==> config.mk <==
export PLATFORM = sky130hd
export DESIGN_NAME = ram_datapath_seq_flat
export DESIGN_NICKNAME = d
export VERILOG_FILES = /design/src/rtl/ram_datapath_seq_if.sv /design/src/rtl/ram_datapath_seq.sv /design/src/flat_wrapper.sv
export SDC_FILE = /design/constraint.sdc
export NUM_CORES = 1
export LEC_CHECK = 0
export BUFFER_PORTS_ARGS = -buffer_cell sky130_fd_sc_hd__buf_2
export CORE_ASPECT_RATIO = 0.8
export CORE_MARGIN = 3
export CORE_UTILIZATION = 53
export CTS_BUF_LIST = sky130_fd_sc_hd__clkbuf_16
export CTS_CLUSTER_DIAMETER = 50
export DETAILED_ROUTE_END_ITERATION = 16
export PLACE_DENSITY = 0.83
export RECOVER_POWER = 100
export SLEW_MARGIN = 5
export SYNTH_ARGS = -nofsm -noshare
export SYNTH_HDL_FRONTEND = slang
export SYNTH_SLANG_ARGS = --single-unit
==> constraint.sdc <==
create_clock -name clk -period 5.08 [get_ports clk]
set_clock_uncertainty 0.05 [all_clocks]
set_input_delay 0.762 -clock clk [delete_from_list [all_inputs] [get_ports clk]]
set_output_delay 0.762 -clock clk [all_outputs]
set_load 0.02 [all_outputs]
==> src/rtl/ram_datapath_seq_if.sv <==
// Request channel from the decode stage into the datapath sequencer.
interface ram_datapath_seq_if;
  logic        req_valid;
  logic        req_ready;
  logic [2:0]  req_op;
  logic [4:0]  req_rd;
  logic [4:0]  req_rn;
  logic [4:0]  req_rm;
  logic [4:0]  req_fs;
  logic        req_c0;
  logic [63:0] req_imm;

  modport master (
    output req_valid, req_op, req_rd, req_rn, req_rm, req_fs, req_c0, req_imm,
    input  req_ready
  );

  modport slave (
    input  req_valid, req_op, req_rd, req_rn, req_rm, req_fs, req_c0, req_imm,
    output req_ready
  );
endinterface

==> src/rtl/ram_datapath_seq.sv <==
// Multi-cycle control sequencer for the register-file/ALU/RAM datapath.
// All outputs are registered and decoded from the next state plus the
// latched request, so they are a clean Moore function of the current state.
module ram_datapath_seq (
  input  logic                 clk,
  input  logic                 rst,
  ram_datapath_seq_if.slave    req,
  output logic                 W,
  output logic                 EN_B,
  output logic                 EN_ALU,
  output logic                 EN_ADDR,
  output logic                 K_SEL,
  output logic                 PC_SEL,
  output logic                 C0,
  output logic                 CS,
  output logic                 WE,
  output logic                 OE,
  output logic [4:0]           SA,
  output logic [4:0]           SB,
  output logic [4:0]           DA,
  output logic [4:0]           FS,
  output logic [63:0]          K,
  output logic [63:0]          CU,
  output logic                 pc_load,
  output logic                 done,
  output logic                 err,
  output logic [31:0]          retired
);

  localparam int unsigned OP_W   = 3;
  localparam int unsigned REG_W  = 5;
  localparam int unsigned DATA_W = 64;
  localparam int unsigned CNT_W  = 32;

  localparam logic [REG_W-1:0] FS_ADD    = 5'b01000;
  localparam logic [OP_W-1:0]  OP_ALU_R  = 3'd0;
  localparam logic [OP_W-1:0]  OP_ALU_I  = 3'd1;
  localparam logic [OP_W-1:0]  OP_LOAD   = 3'd2;
  localparam logic [OP_W-1:0]  OP_STORE  = 3'd3;
  localparam logic [OP_W-1:0]  OP_BR_REG = 3'd4;
  localparam logic [OP_W-1:0]  OP_BR_IMM = 3'd5;

  typedef enum logic [2:0] {
    S_IDLE, S_EXEC, S_LD_ADDR, S_LD_WB, S_ST_SETUP, S_ST_WR
  } state_t;

  state_t              state_q, state_d;
  logic [OP_W-1:0]     f_op_q, f_op_d;
  logic [REG_W-1:0]    f_rd_q, f_rd_d, f_rn_q, f_rn_d, f_rm_q, f_rm_d, f_fs_q, f_fs_d;
  logic                f_c0_q, f_c0_d;
  logic [DATA_W-1:0]   f_imm_q, f_imm_d;
  logic [CNT_W-1:0]    retired_q, retired_d;

  logic w_q, w_d, en_b_q, en_b_d, en_alu_q, en_alu_d, en_addr_q, en_addr_d;
  logic k_sel_q, k_sel_d, pc_sel_q, pc_sel_d, c0_q, c0_d;
  logic cs_q, cs_d, we_q, we_d, oe_q, oe_d;
  logic pc_load_q, pc_load_d, done_q, done_d, err_q, err_d, ready_q, ready_d;
  logic [REG_W-1:0]  sa_q, sa_d, sb_q, sb_d, da_q, da_d, fs_q, fs_d;
  logic [DATA_W-1:0] k_q, k_d, cu_q, cu_d;

  // Next state, request capture and decode of the next cycle's control word.
  always_comb begin
    state_d   = state_q;
    f_op_d    = f_op_q;
    f_rd_d    = f_rd_q;
    f_rn_d    = f_rn_q;
    f_rm_d    = f_rm_q;
    f_fs_d    = f_fs_q;
    f_c0_d    = f_c0_q;
    f_imm_d   = f_imm_q;
    retired_d = retired_q + CNT_W'(done_q);

    case (state_q)
      S_IDLE: begin
        if (req.req_valid) begin
          f_op_d  = req.req_op;
          f_rd_d  = req.req_rd;
          f_rn_d  = req.req_rn;
          f_rm_d  = req.req_rm;
          f_fs_d  = req.req_fs;
          f_c0_d  = req.req_c0;
          f_imm_d = req.req_imm;
          case (req.req_op)
            OP_LOAD:  state_d = S_LD_ADDR;
            OP_STORE: state_d = S_ST_SETUP;
            default:  state_d = S_EXEC;
          endcase
        end
      end
      S_LD_ADDR:  state_d = S_LD_WB;
      S_ST_SETUP: state_d = S_ST_WR;
      default:    state_d = S_IDLE;
    endcase

    w_d = 1'b0;  en_b_d = 1'b0;  en_alu_d = 1'b0;  en_addr_d = 1'b0;
    k_sel_d = 1'b0;  pc_sel_d = 1'b0;  c0_d = 1'b0;
    cs_d = 1'b0;  we_d = 1'b0;  oe_d = 1'b0;
    pc_load_d = 1'b0;  done_d = 1'b0;  err_d = 1'b0;
    sa_d = '0;  sb_d = '0;  da_d = '0;  fs_d = '0;
    k_d = '0;  cu_d = '0;
    ready_d = (state_d == S_IDLE);

    case (state_d)
      S_EXEC: begin
        done_d = 1'b1;
        case (f_op_d)
          OP_ALU_R, OP_ALU_I: begin
            sa_d     = f_rn_d;
            sb_d     = f_rm_d;
            fs_d     = f_fs_d;
            c0_d     = f_c0_d;
            en_alu_d = 1'b1;
            w_d      = 1'b1;
            da_d     = f_rd_d;
            if (f_op_d == OP_ALU_I) begin
              k_sel_d = 1'b1;
              k_d     = f_imm_d;
            end
          end
          OP_BR_REG: begin
            sa_d      = f_rn_d;
            pc_sel_d  = 1'b1;
            pc_load_d = 1'b1;
          end
          OP_BR_IMM: begin
            cu_d      = f_imm_d;
            pc_load_d = 1'b1;
          end
          default: err_d = 1'b1;
        endcase
      end
      S_LD_ADDR, S_LD_WB, S_ST_SETUP, S_ST_WR: begin
        // Address = R[rn] + imm through the ALU, steered onto the address bus.
        sa_d      = f_rn_d;
        k_sel_d   = 1'b1;
        k_d       = f_imm_d;
        fs_d      = FS_ADD;
        en_addr_d = 1'b1;
        if (state_d == S_LD_ADDR || state_d == S_LD_WB) begin
          cs_d = 1'b1;
          oe_d = 1'b1;
          if (state_d == S_LD_WB) begin
            w_d    = 1'b1;
            da_d   = f_rd_d;
            done_d = 1'b1;
          end
        end else begin
          sb_d   = f_rd_d;
          en_b_d = 1'b1;
          if (state_d == S_ST_WR) begin
            cs_d   = 1'b1;
            we_d   = 1'b1;
            done_d = 1'b1;
          end
        end
      end
      default: ;
    endcase
  end

  // State, latched request, counter and registered control word.
  always_ff @(posedge clk) begin
    if (rst) begin
      state_q <= S_IDLE;
      f_op_q <= '0;  f_rd_q <= '0;  f_rn_q <= '0;  f_rm_q <= '0;
      f_fs_q <= '0;  f_c0_q <= 1'b0;  f_imm_q <= '0;
      retired_q <= '0;
      w_q <= 1'b0;  en_b_q <= 1'b0;  en_alu_q <= 1'b0;  en_addr_q <= 1'b0;
      k_sel_q <= 1'b0;  pc_sel_q <= 1'b0;  c0_q <= 1'b0;
      cs_q <= 1'b0;  we_q <= 1'b0;  oe_q <= 1'b0;
      pc_load_q <= 1'b0;  done_q <= 1'b0;  err_q <= 1'b0;  ready_q <= 1'b1;
      sa_q <= '0;  sb_q <= '0;  da_q <= '0;  fs_q <= '0;
      k_q <= '0;  cu_q <= '0;
    end else begin
      state_q <= state_d;
      f_op_q <= f_op_d;  f_rd_q <= f_rd_d;  f_rn_q <= f_rn_d;  f_rm_q <= f_rm_d;
      f_fs_q <= f_fs_d;  f_c0_q <= f_c0_d;  f_imm_q <= f_imm_d;
      retired_q <= retired_d;
      w_q <= w_d;  en_b_q <= en_b_d;  en_alu_q <= en_alu_d;  en_addr_q <= en_addr_d;
      k_sel_q <= k_sel_d;  pc_sel_q <= pc_sel_d;  c0_q <= c0_d;
      cs_q <= cs_d;  we_q <= we_d;  oe_q <= oe_d;
      pc_load_q <= pc_load_d;  done_q <= done_d;  err_q <= err_d;  ready_q <= ready_d;
      sa_q <= sa_d;  sb_q <= sb_d;  da_q <= da_d;  fs_q <= fs_d;
      k_q <= k_d;  cu_q <= cu_d;
    end
  end

  assign req.req_ready = ready_q;
  assign W       = w_q;
  assign EN_B    = en_b_q;
  assign EN_ALU  = en_alu_q;
  assign EN_ADDR = en_addr_q;
  assign K_SEL   = k_sel_q;
  assign PC_SEL  = pc_sel_q;
  assign C0      = c0_q;
  assign CS      = cs_q;
  assign WE      = we_q;
  assign OE      = oe_q;
  assign SA      = sa_q;
  assign SB      = sb_q;
  assign DA      = da_q;
  assign FS      = fs_q;
  assign K       = k_q;
  assign CU      = cu_q;
  assign pc_load = pc_load_q;
  assign done    = done_q;
  assign err     = err_q;
  assign retired = retired_q;

endmodule

==> src/flat_wrapper.sv <==
// flat-port wrapper written by rule: the top's interface ports become plain ports
module ram_datapath_seq_flat 
  (clk, rst, W, EN_B, EN_ALU, EN_ADDR, K_SEL, PC_SEL, C0, CS, WE, OE, SA, SB, DA, FS, K, CU, pc_load, done, err, retired, req_req_valid, req_req_op, req_req_rd, req_req_rn, req_req_rm, req_req_fs, req_req_c0, req_req_imm, req_req_ready);
  ram_datapath_seq_if req_i ();
  input  logic clk;
  input  logic rst;
  output logic W;
  output logic EN_B;
  output logic EN_ALU;
  output logic EN_ADDR;
  output logic K_SEL;
  output logic PC_SEL;
  output logic C0;
  output logic CS;
  output logic WE;
  output logic OE;
  output logic [4:0] SA;
  output logic [4:0] SB;
  output logic [4:0] DA;
  output logic [4:0] FS;
  output logic [63:0] K;
  output logic [63:0] CU;
  output logic pc_load;
  output logic done;
  output logic err;
  output logic [31:0] retired;
  input wire logic [$bits(req_i.req_valid)-1:0] req_req_valid;
  input wire logic [$bits(req_i.req_op)-1:0] req_req_op;
  input wire logic [$bits(req_i.req_rd)-1:0] req_req_rd;
  input wire logic [$bits(req_i.req_rn)-1:0] req_req_rn;
  input wire logic [$bits(req_i.req_rm)-1:0] req_req_rm;
  input wire logic [$bits(req_i.req_fs)-1:0] req_req_fs;
  input wire logic [$bits(req_i.req_c0)-1:0] req_req_c0;
  input wire logic [$bits(req_i.req_imm)-1:0] req_req_imm;
  output wire logic [$bits(req_i.req_ready)-1:0] req_req_ready;
  assign req_i.req_valid = req_req_valid;
  assign req_i.req_op = req_req_op;
  assign req_i.req_rd = req_req_rd;
  assign req_i.req_rn = req_req_rn;
  assign req_i.req_rm = req_req_rm;
  assign req_i.req_fs = req_req_fs;
  assign req_i.req_c0 = req_req_c0;
  assign req_i.req_imm = req_req_imm;
  assign req_req_ready = req_i.req_ready;
  ram_datapath_seq u_core (.clk(clk), .rst(rst), .req(req_i), .W(W), .EN_B(EN_B), .EN_ALU(EN_ALU), .EN_ADDR(EN_ADDR), .K_SEL(K_SEL), .PC_SEL(PC_SEL), .C0(C0), .CS(CS), .WE(WE), .OE(OE), .SA(SA), .SB(SB), .DA(DA), .FS(FS), .K(K), .CU(CU), .pc_load(pc_load), .done(done), .err(err), .retired(retired));
endmodule
== Word-level counts from Yosys, hierarchy flattened ==
Cells that the tools add are included.

* Memory bits (read-only): 0
* Memories: 0
* Flip-flop bits (word level): 285
* Latch bits: 0
* Input bits: 91
* Bits in writable memories: 0

* Mux-type cells: 48
* Bitwise gates (word level): 4
* Shift operators: 0
* Add/sub/neg operators: 1
* $mul: 0
* Order comparisons: 0
* Reductions and logical operators: 14
* Div/mod/pow operators: 0
* Equal/unequal tests: 12

{| class="wikitable"
|+ Operators by type and width
! operator !! count
|-
| $mux 64 || 4
|-
| $pmux 64 s2 || 1
|-
| $mux 5 || 15
|-
| $pmux 5 s2 || 4
|-
| $add 32x1->32 || 1
|-
| $mux 1 || 16
|-
| $eq 3x2->1 const B || 5
|-
| $eq 3x3->1 const B || 5
|-
| $reduce_or 3->1 || 4
|-
| $logic_not 3->1 || 3
|-
| $mux 3 || 3
|-
| $pmux 3 s3 || 1
|-
| $reduce_or 2->1 || 4
|-
| $reduce_or 4->1 || 2
|-
| $eq 3x1->1 const B || 2
|-
| $pmux 1 s2 || 3
|-
| $pmux 3 s2 || 1
|-
| $not 1->1 || 4
|-
| $logic_or 1x1->1 || 1
|}

== Longest topological paths before layout ==
Gate-level depths: netlist (run 1).

* Depth in word-level cells: 8
* Mapped depth: 8
* Depth with buffers taken out: 6

== Least setup slack after synthesis (run 1) ==
No wires, ideal clock.

* Path type: flip-flop to flip-flop
* Start: register u_core.retired_q[0], in the netlist u_core.retired[0]
* End: register u_core.retired_q[20], in the netlist u_core.retired[20]
* Required time: 4.909 ns
* Arrival time: 2.440 ns
* Cell stages (with the launch flop): 8
* Slack: 2.468 ns
* Buffers on the path: 1
* Setup time: 0.121 ns
* Clock period less this slack: 2.612 ns
* Cell sequence: dfxtp_1 > ha_1 > ha_1 > nand2_1 > or4_4 > buf_6 > or4_4 > mux2_4

* Longest elaborated chain between the ends: 1

{| class="wikitable"
|+ Ends and longest elaborated chain
! element !! RTL line !! source
|-
| start: declaration || ram_datapath_seq.sv:52 || <nowiki>logic [CNT_W-1:0] retired_q, retired_d;</nowiki>
|-
| start signal: assignment || ram_datapath_seq.sv:178 || <nowiki>retired_q <= retired_d;</nowiki>
|-
| $add 32x1->32 || ram_datapath_seq.sv:71 || <nowiki>retired_d = retired_q + CNT_W'(done_q);</nowiki>
|}

No other way between the ends.
A chain may end at the register's enable or synchronous reset.

==> results of run 1 <==
sequential cells by signal, indices dropped and copies added (netlist names), 32 cells and up:
signal,flops
u_core.retired,32
u_core.K,64
u_core.CU,64
u_core.f_imm_q,64
stage by stage:
step	area [um^2]	worst slack (ns)
after detailed placement	10090	2.110
after floorplan	8566	2.468
after CTS	10860	2.411
final	10580	1.646
after global placement	10090	2.158
after global routing	10580	1.335
kinds of logic (layout without fill, tap and decap cells):
| family | after synthesis | after routing | synth area share [%] |
|---|---|---|---|
| muxes | 74 | 74 | 8.750 |
| buffers and inverters | 66 | 345 | 3.345 |
| and+or+nand+nor | 340 | 340 | 17.59 |
| adders and majority gates | 2 | 2 | 0.2921 |
| AOI/OAI and AO/OA | 64 | 64 | 4.733 |
| other | 0 | 1 | 0 |
| xor gates and xnor gates | 10 | 10 | 1.023 |
| DFF | 275 | 275 | 64.27 |
critical path, cell delays in order:
cell      delay [ns]
clkbuf_1        0.80
clkbuf_2        1.76
a21oi_1         0.16
nor2b_1         0.25
metal layers:
layer	GRT usage, %	routed length, um
met1	28.95	8856
met3	6.342	1753
met4	6.924	665
met5	0	7
met2	38.89	10360
cells in the final DEF (no fill, tap or decap), types with 3 or more instances in the layout:
cell	instances
buf_2	89
clkbuf_1	195
nand3_1	10
nor4_1	9
or3_1	6
and2_0	3
clkinv_1	7
nand2_1	34
a21o_1	4
a2bb2oi_1	5
o31ai_1	14
a21oi_1	27
nor2b_1	9
clkbuf_2	3
or4_1	16
nand4_1	3
xnor2_1	8
mux2i_1	70
nor3_1	9
o21ai_0	5
clkbuf_16	25
inv_1	17
nor2_1	226
mux2_1	4
dfxtp_1	275
final cells by class:
type,instances,area share [%]
Antenna cell,1,0.02366
Clock inverter,20,1.360
Tap cell,210,2.484
Multi-Input combinational cell,490,26.27
Clock buffer,25,5.915
Sequential cell,275,52.05
Inverter,12,0.4259
Timing Repair Buffer,288,11.46
how the worst max path moves through the flow:
stage                 startpoint            endpoint  slack, ns  depth (start not counted)
2_1_floorplan  u_core.retired[0]  u_core.retired[20]       2.47                          7
3_3_place_gp       req_req_valid        u_core.K[63]       2.16                          6
3_5_place_dp       req_req_valid        u_core.K[49]       2.11                          6
4_1_cts              u_core.done  u_core.retired[20]       2.41                          6
5_1_grt                      rst  u_core.retired[20]       1.33                          4
6_report                     rst        u_core.SA[4]       1.65                          4
power breakdown:
group	internal (mW)	leakage, nW	total [mW]	switching [mW]
logic	0.114	1.61	0.327	0.213
registers	2.23	2.23	2.25	0.0242
clock network	0.995	0.396	1.76	0.766
==> reports/metrics.yaml, run 1 <==
cts_tree: "built"
fill_cells: 1277
post-cts-setup-buffers: 0
report.final.slew_viol_count: 104
core.rowCount: 40
crit_required_ns: 5.41
finalNetCount: 1185
p_leak_nw: 4.236
cts_num_sinks: 275
yosysTopAreaCell: "dfxtp_1"
fin_setup_tns_ns: 0
syn2layout_area_growth_pct: 23.47
die_height_um: 119.7
worstMarginPinSlew_ns: 2.257
rsz0062_at_grt: "false"
arrival_ns: 3.76
path_clk_slew_ns: 0.06
vdd_drop_max_v: 0.0003471
p_per_area_mw_per_mm2: 410.5
async_flop_share_pct: 0
critPathKind: "in -> reg"
fin_crit_ns: 3.434
worstHoldEndpoint: "u_core.f_rn_q[0]"
yosys_most_used_dff: "dfxtp_1"
firstDrtPassIters: 4
clk_latency_ns: 0.51
synth_top_cells_by_count: "275 x dfxtp_1, 226 x nor2_1, 70 x mux2i_1"
finish.utilization_pct: 68.61
r2r_start: "u_core.state_q[2]"
syn-cell-area_mm2: 0.008566
multi_input_area_mm2: 0.002779
track_usage_pct: 23.03
violations: "max-capacitance violations, max-slew violations"
avgSynthCellArea_um2: 10.31
viasPerCell: 5.118
hold_start: "u_core.f_rn_q[0]"
fmax_mhz: 291.2
drt_iter0_drc: 350
ios: 285
drv_cap: 1
r2r_end: "u_core.K[49]"
grt_overflow: 0
hp-class: "reg -> reg"
stdcell_count: 1321
worst-path-max-fanout: 103
cts_root_buffer: "clkbuf_16"
antenna_found_initial: 2
synth_most_common_cell: "dfxtp_1"
antenna_left: 0
fin_crit_sh_pct: 67.59
ys_seq_area_share_pct: 64.27
cts-buffers-inserted: 25
synth_area_leaders: "dfxtp_1 64%, nor2_1 9.9%, mux2i_1 8.2%"
ys_types: 48
drive_above_1_share_pct: 11.89
finalWirelength_um: 21640
setup-violations-final: 0
status: "complete, but fails checks"
gp_congestion: 0.8263
grt_max_degree: 104
r2r_slack_ns: 1.71
dp.cells: 1275
drc: 0
cts-resized-gates: 0
synth_top_area_share_pct: 64.27
synth_edf_count: 0
h-tree-depth: 1
hold_depth: 2
synthesis.instances: 831
ys_warn_count: 0
grt_pass1_wl_um: 33300
start_util_pct: 55.57
clk_path_buf_depth: 3
dp_hpwl_um: 14220
r2r_cells: 5
num_vias: 6761
holdWs_ns: 0.4157
die_area_mm2: 0.01773
grt_pass1_vias: 6456
io_buffer_count: 284
seq_area_mm2: 0.005505
final-hold-violation-count: 0
cp-end-kind: "flop"
die_w_um: 148.1
synth_nets: 924
cts_hold_buf: 0
total_power_mw: 4.342
slew_headroom_pct: -50.48
startpoint_type: "primary input"
core_area_mm2: 0.01541
synth-seq-cells: 275
wl_per_cell_um: 16.38
No activity file was read; power rests on OpenSTA's default activity.
==> inputs of run 2 (changes only) <==
Settings changed: CORE_UTILIZATION 53 to 49, PLACE_DENSITY 0.83 to 0.78.
Clock period 5.08 ns to 3.5 ns, I/O delays scaled along.
==> reports/metrics.yaml, run 2 (synthesized netlist as in run 1, its figures left out) <==
cp-end-kind: "flop"
grt_max_degree: 69  # -34%
r2r_start: "u_core.done"
holdWs_ns: 0.2000  # -0.2158 ns
hp-class: "in -> reg"
cts-buffers-inserted: 26  # +4.0%
gp_congestion: 0.8064  # -2.4%
pwr-share-comb_pct: 7.2  # -0.3 points
antenna_left: 0  # unchanged
ios: 285  # unchanged
status: "finished, final reports clean"
clk_latency_ns: 0.51  # about the same
cts-resized-gates: 0  # unchanged
multi_input_area_mm2: 0.002764  # -0.54%
r2r_end: "u_core.retired[20]"
io_buffer_count: 284  # unchanged
slew_headroom_pct: 7.027  # +58 points
antenna_found_initial: 2  # unchanged
cts_tree: "built"
fin_crit_sh_pct: 80.85
drc: 0  # unchanged
seq_area_mm2: 0.005505  # unchanged
drt_iter0_drc: 366  # +4.6%
syn2layout_area_growth_pct: 24.76
critPathKind: "reg -> reg"
sw_frac_of_total_pct: 22.24  # -0.86 points
worst-path-max-fanout: 18  # -83%
track_usage_pct: 20.88  # -2.1 points
hold_start: "req_req_fs[1]"
clkPwrFrac_pct: 42.8  # +2.2 points
firstDrtPassIters: 4  # unchanged
drv_cap: 0  # -1
core.rowCount: 42  # +5.0%
layout_common_cells: "275 x dfxtp_1, 226 x nor2_1, 197 x clkbuf_1"
fill_cells: 1468  # +15%
p_per_area_mw_per_mm2: 611.7  # +49%
report.final.slew_viol_count: 0  # -100%
wl_per_cell_um: 15.74  # -3.9%
finalNetCount: 1189  # +0.34%
setup-violations-final: 0  # unchanged
crit_required_ns: 3.84  # -1.57 ns
viasPerCell: 4.962  # -3.0%
drive_above_1_share_pct: 11.96  # +0.069 points
startpoint_type: "flop"
grt_pass1_vias: 6416  # -0.62%
die_w_um: 153.8  # +3.8%
grt_pass1_wl_um: 33090  # -0.62%
grt_overflow: 0  # unchanged
path_clk_slew_ns: 0.06  # about the same
die_height_um: 124.3  # +3.8%
start_util_pct: 50.94  # -4.6 points
r2r_slack_ns: 0.67  # -1.04 ns
cts_num_sinks: 275  # unchanged
p_sw_mw: 1.454  # +45%
arrival_ns: 3.17  # -0.59 ns
cts_root_buffer: "clkbuf_16"
clk_path_buf_depth: 3  # unchanged
num_vias: 6610  # -2.2%
fmax_mhz: 353.4
hold_depth: 3  # +1
rsz0062_at_grt: "false"
fin_setup_tns_ns: 0  # unchanged
vdd_drop_max_v: 0.0003784  # +9.0%
worstHoldEndpoint: "u_core.FS[1]"
h-tree-depth: 1  # unchanged
antenna_cells: 0  # -1
worstMarginPinSlew_ns: 1.395  # -0.8625 ns
intPower_mw: 5.083  # +52%
fin_crit_ns: 2.830
finish.utilization_pct: 63.55  # -5.1 points
p_leak_nw: 4.291  # +1.3%
r2r_cells: 6  # +1
dp_hpwl_um: 14350  # +0.89%
cts_hold_buf: 0  # unchanged
core_area_mm2: 0.01682  # +9.1%
die_area_mm2: 0.01911  # +7.8%
final-hold-violation-count: 0  # unchanged
mostFrequentLayoutCell: "dfxtp_1"
post-cts-setup-buffers: 0  # unchanged
power_frac_seq_pct: 50.0  # -1.9 points
finalWirelength_um: 20970  # -3.1%
==> run 2: cell count changes in the layout (fill, tap and decap cells not counted), sizes merged <==
cell      delta
clkinv       -5
bufinv       +2
clkbuf       +3
inv          +1
buf          +2
diode        -1
clkinvlp     -1
==> run 2: power by group through the flow <==
stage	logic (mW)	registers, mW	clock network (mW)
after floorplan	0.274	3.38	0
after global placement	0.481	3.33	0
after detailed placement	0.487	3.34	0
after CTS	0.490	3.27	2.86
after global routing	0.522	3.28	2.98
final	0.470	3.27	2.80
==> run 2: area by class of cell <==
| cell class | instances | share of cell area, % |
|---|---|---|
| Sequential cell | 275 | 51.52 |
| Tap cell | 220 | 2.576 |
| Clock buffer | 27 | 6.322 |
| Multi-Input combinational cell | 490 | 25.86 |
| Inverter | 12 | 0.4215 |
| Timing Repair Buffer | 291 | 11.63 |
| Clock inverter | 17 | 1.674 |
==> run 2: worst max-delay path by stage <==
| stage | startpoint | end | depth (start not counted) |
|---|---|---|---|
| 2_1_floorplan | u_core.retired[0] | u_core.retired[20] | 7 |
| 3_3_place_gp | req_req_valid | u_core.K[63] | 6 |
| 3_5_place_dp | req_req_valid | u_core.K[47] | 6 |
| 4_1_cts | u_core.done | u_core.retired[20] | 6 |
| 5_1_grt | rst | u_core.SA[1] | 4 |
| 6_report | u_core.done | u_core.retired[20] | 6 |
==> run 2: worst max-delay path, stage by stage, from the launching register on <==
cell and delay, ns:
dfxtp_1 0.35, ha_1 0.21, ha_1 0.21, nand2_1 0.13, or4_1 0.81, or4_1 0.64
mux2_4 0.31
==> run 2: per-layer routing <==
metal / vias up / share of wire [%] / GRT usage [%] / wire length (um)
met1: 3094 / 43 / 26.09 / 8915
li1: 3261 / - / - / -
met3: 38 / 7.7 / 6.738 / 1620
met4: 4 / 2.3 / 5.607 / 475
met5: - / 0.13 / 0 / 27
met2: 213 / 47 / 34.96 / 9933
==> run 2: stage by stage <==
| stage | power, mW | cells | setup WS [ns] | area (um^2) |
|---|---|---|---|---|
| 5_1_grt | 6.785 | 1332 | 0.4983 | 10690 |
| 2_1_floorplan | 3.655 | 831 | 0.8883 | 8566 |
| 3_5_place_dp | 3.826 | 1288 | 0.9212 | 10120 |
| 6_report | 6.537 | 1332 | 0.6704 | 10690 |
| 4_1_cts | 6.616 | 1332 | 0.8827 | 10980 |
| 3_3_place_gp | 3.815 | 1288 | 0.9477 | 10120 |
==> inputs of run 3 (changes only) <==
Clock period 3.5 ns to 2.65 ns, I/O delays scaled along.
==> reports/metrics.yaml, run 3 (synthesized netlist as in run 1, its figures left out) <==
cts_hold_buf: 0  # unchanged
post-cts-setup-buffers: 0  # unchanged
start_util_pct: 50.94  # unchanged
setup-violations-final: 0  # unchanged
worst-path-max-fanout: 5  # -13
cts_root_buffer: "clkbuf_16"
h-tree-depth: 1  # unchanged
hp-class: "in -> reg"
core.rowCount: 42  # unchanged
viasPerCell: 4.916  # -0.94%
status: "finished, final reports clean"
grt_max_degree: 113  # +64%
die_w_um: 153.8  # unchanged
die_height_um: 124.3  # unchanged
gp_congestion: 0.8242  # +2.2%
dp_hpwl_um: 14270  # -0.59%
grt_use_met1_pct: 26.44  # +0.35 points
cts-buffers-inserted: 27  # +3.8%
rsz0062_at_grt: "false"
drive_above_1_share_pct: 13.36  # +1.4 points
cts_tree: "built"
crit_required_ns: 3.00  # -0.84 ns
grtUsageMet3_pct: 5.627  # -1.1 points
fin_crit_sh_pct: 92.92  # +12 points
startpoint_type: "flop"
vdd_drop_max_v: 0.0005854  # +55%
cp-end-kind: "flop"
drv_cap: 0  # unchanged
gr-usage-met2_pct: 34.60  # -0.36 points
num_vias: 6607  # -0.045%
ios: 285  # unchanged
firstDrtPassIters: 4  # unchanged
final-hold-violation-count: 0  # unchanged
cts-resized-gates: 0  # unchanged
finalNetCount: 1196  # +0.59%
fmax_mhz: 406.1  # +15%
report.final.slew_viol_count: 0  # unchanged
worstMarginPinSlew_ns: 0.9542  # -0.4404 ns
fin_crit_ns: 2.462  # -0.3672 ns
fin_setup_tns_ns: 0  # unchanged
finalWirelength_um: 21310  # +1.6%
clk_latency_ns: 0.51  # about the same
grt_overflow: 0  # unchanged
arrival_ns: 2.81  # -0.36 ns
grt_pass1_wl_um: 33090  # about the same
slew_headroom_pct: 35.84  # +29 points
cts_num_sinks: 275  # unchanged
drc: 0  # unchanged
grt_pass1_vias: 6335  # -1.3%
p_per_area_mw_per_mm2: 803.9  # +31%
clk_path_buf_depth: 3  # unchanged
syn2layout_area_growth_pct: 26.22
die_area_mm2: 0.01911  # unchanged
core_area_mm2: 0.01682  # unchanged
drt_iter0_drc: 302  # -17%
path_clk_slew_ns: 0.07  # about the same
io_buffer_count: 284  # unchanged
track_usage_pct: 20.86  # -0.028 points
finish.utilization_pct: 64.29  # +0.74 points
wl_per_cell_um: 15.85  # +0.68%
fill_cells: 1449  # -1.3%
layout_common_cells: "275 x dfxtp_1, 226 x nor2_1, 197 x clkbuf_1"
p_leak_nw: 4.330  # +0.91%
busiest_layer: "met2"
critPathKind: "reg -> reg"
antenna_found_initial: 1  # -1
antenna_left: 0  # unchanged
mostFrequentLayoutCell: "dfxtp_1"
## run 3: stage by stage
step	hold WS, ns	cell area [um^2]	total power, mW	setup WS (ns)	cells
finish	0.06684	10810	8.692	0.1876	1344
global route	0.05695	10810	8.991	0.04275	1344
CTS	0.04284	11100	8.799	0.2000	1343
detailed placement	0.4043	10220	5.069	0.2177	1294
global placement	0.3912	10220	5.055	0.2697	1294
floorplan	0.3815	8566	4.828	0.03829	831
## run 3: where the power goes
group          switching [mW]  internal [mW]
combinational           0.413          0.231
sequential             0.0444           4.27
clock                    1.56           2.17
## run 3: metal layers
layer  vias to the layer above  routed length (um)
met5                         -                   0
met2                       213               10130
met1                      3068                8998
li1                       3282                   -
met4                         0                 595
met3                        44                1578
## run 3: final timing paths
path              depth (start not counted)             start                  to  slack, ns
hold reg to reg                           2  u_core.f_rn_q[1]    u_core.f_rn_q[1]       0.41
hold / removal                            3     req_req_rm[4]        u_core.SB[4]       0.07
setup reg to reg                          6       u_core.done  u_core.retired[20]       0.19
setup / recovery                          6       u_core.done  u_core.retired[20]       0.19
## run 3: area by class of cell
cell class | instances | area (um^2) | share of cell area (%)
Clock inverter | 22 | 205.2 | 1.898
Sequential cell | 275 | 5505 | 50.92
Antenna cell | 1 | 2.502 | 0.02315
Clock buffer | 27 | 675.6 | 6.249
Timing Repair Buffer | 297 | 1321 | 12.22
Tap cell | 220 | 275.3 | 2.546
Inverter | 12 | 45.04 | 0.4166
Multi-Input combinational cell | 490 | 2781 | 25.73
## run 3: critical path, cell delays in order, from the launching register on
cell	delay, ns
dfxtp_1	0.34
ha_1	0.18
ha_1	0.20
nand2_1	0.14
or4_4	0.57
or4_1	0.56
mux2_4	0.31
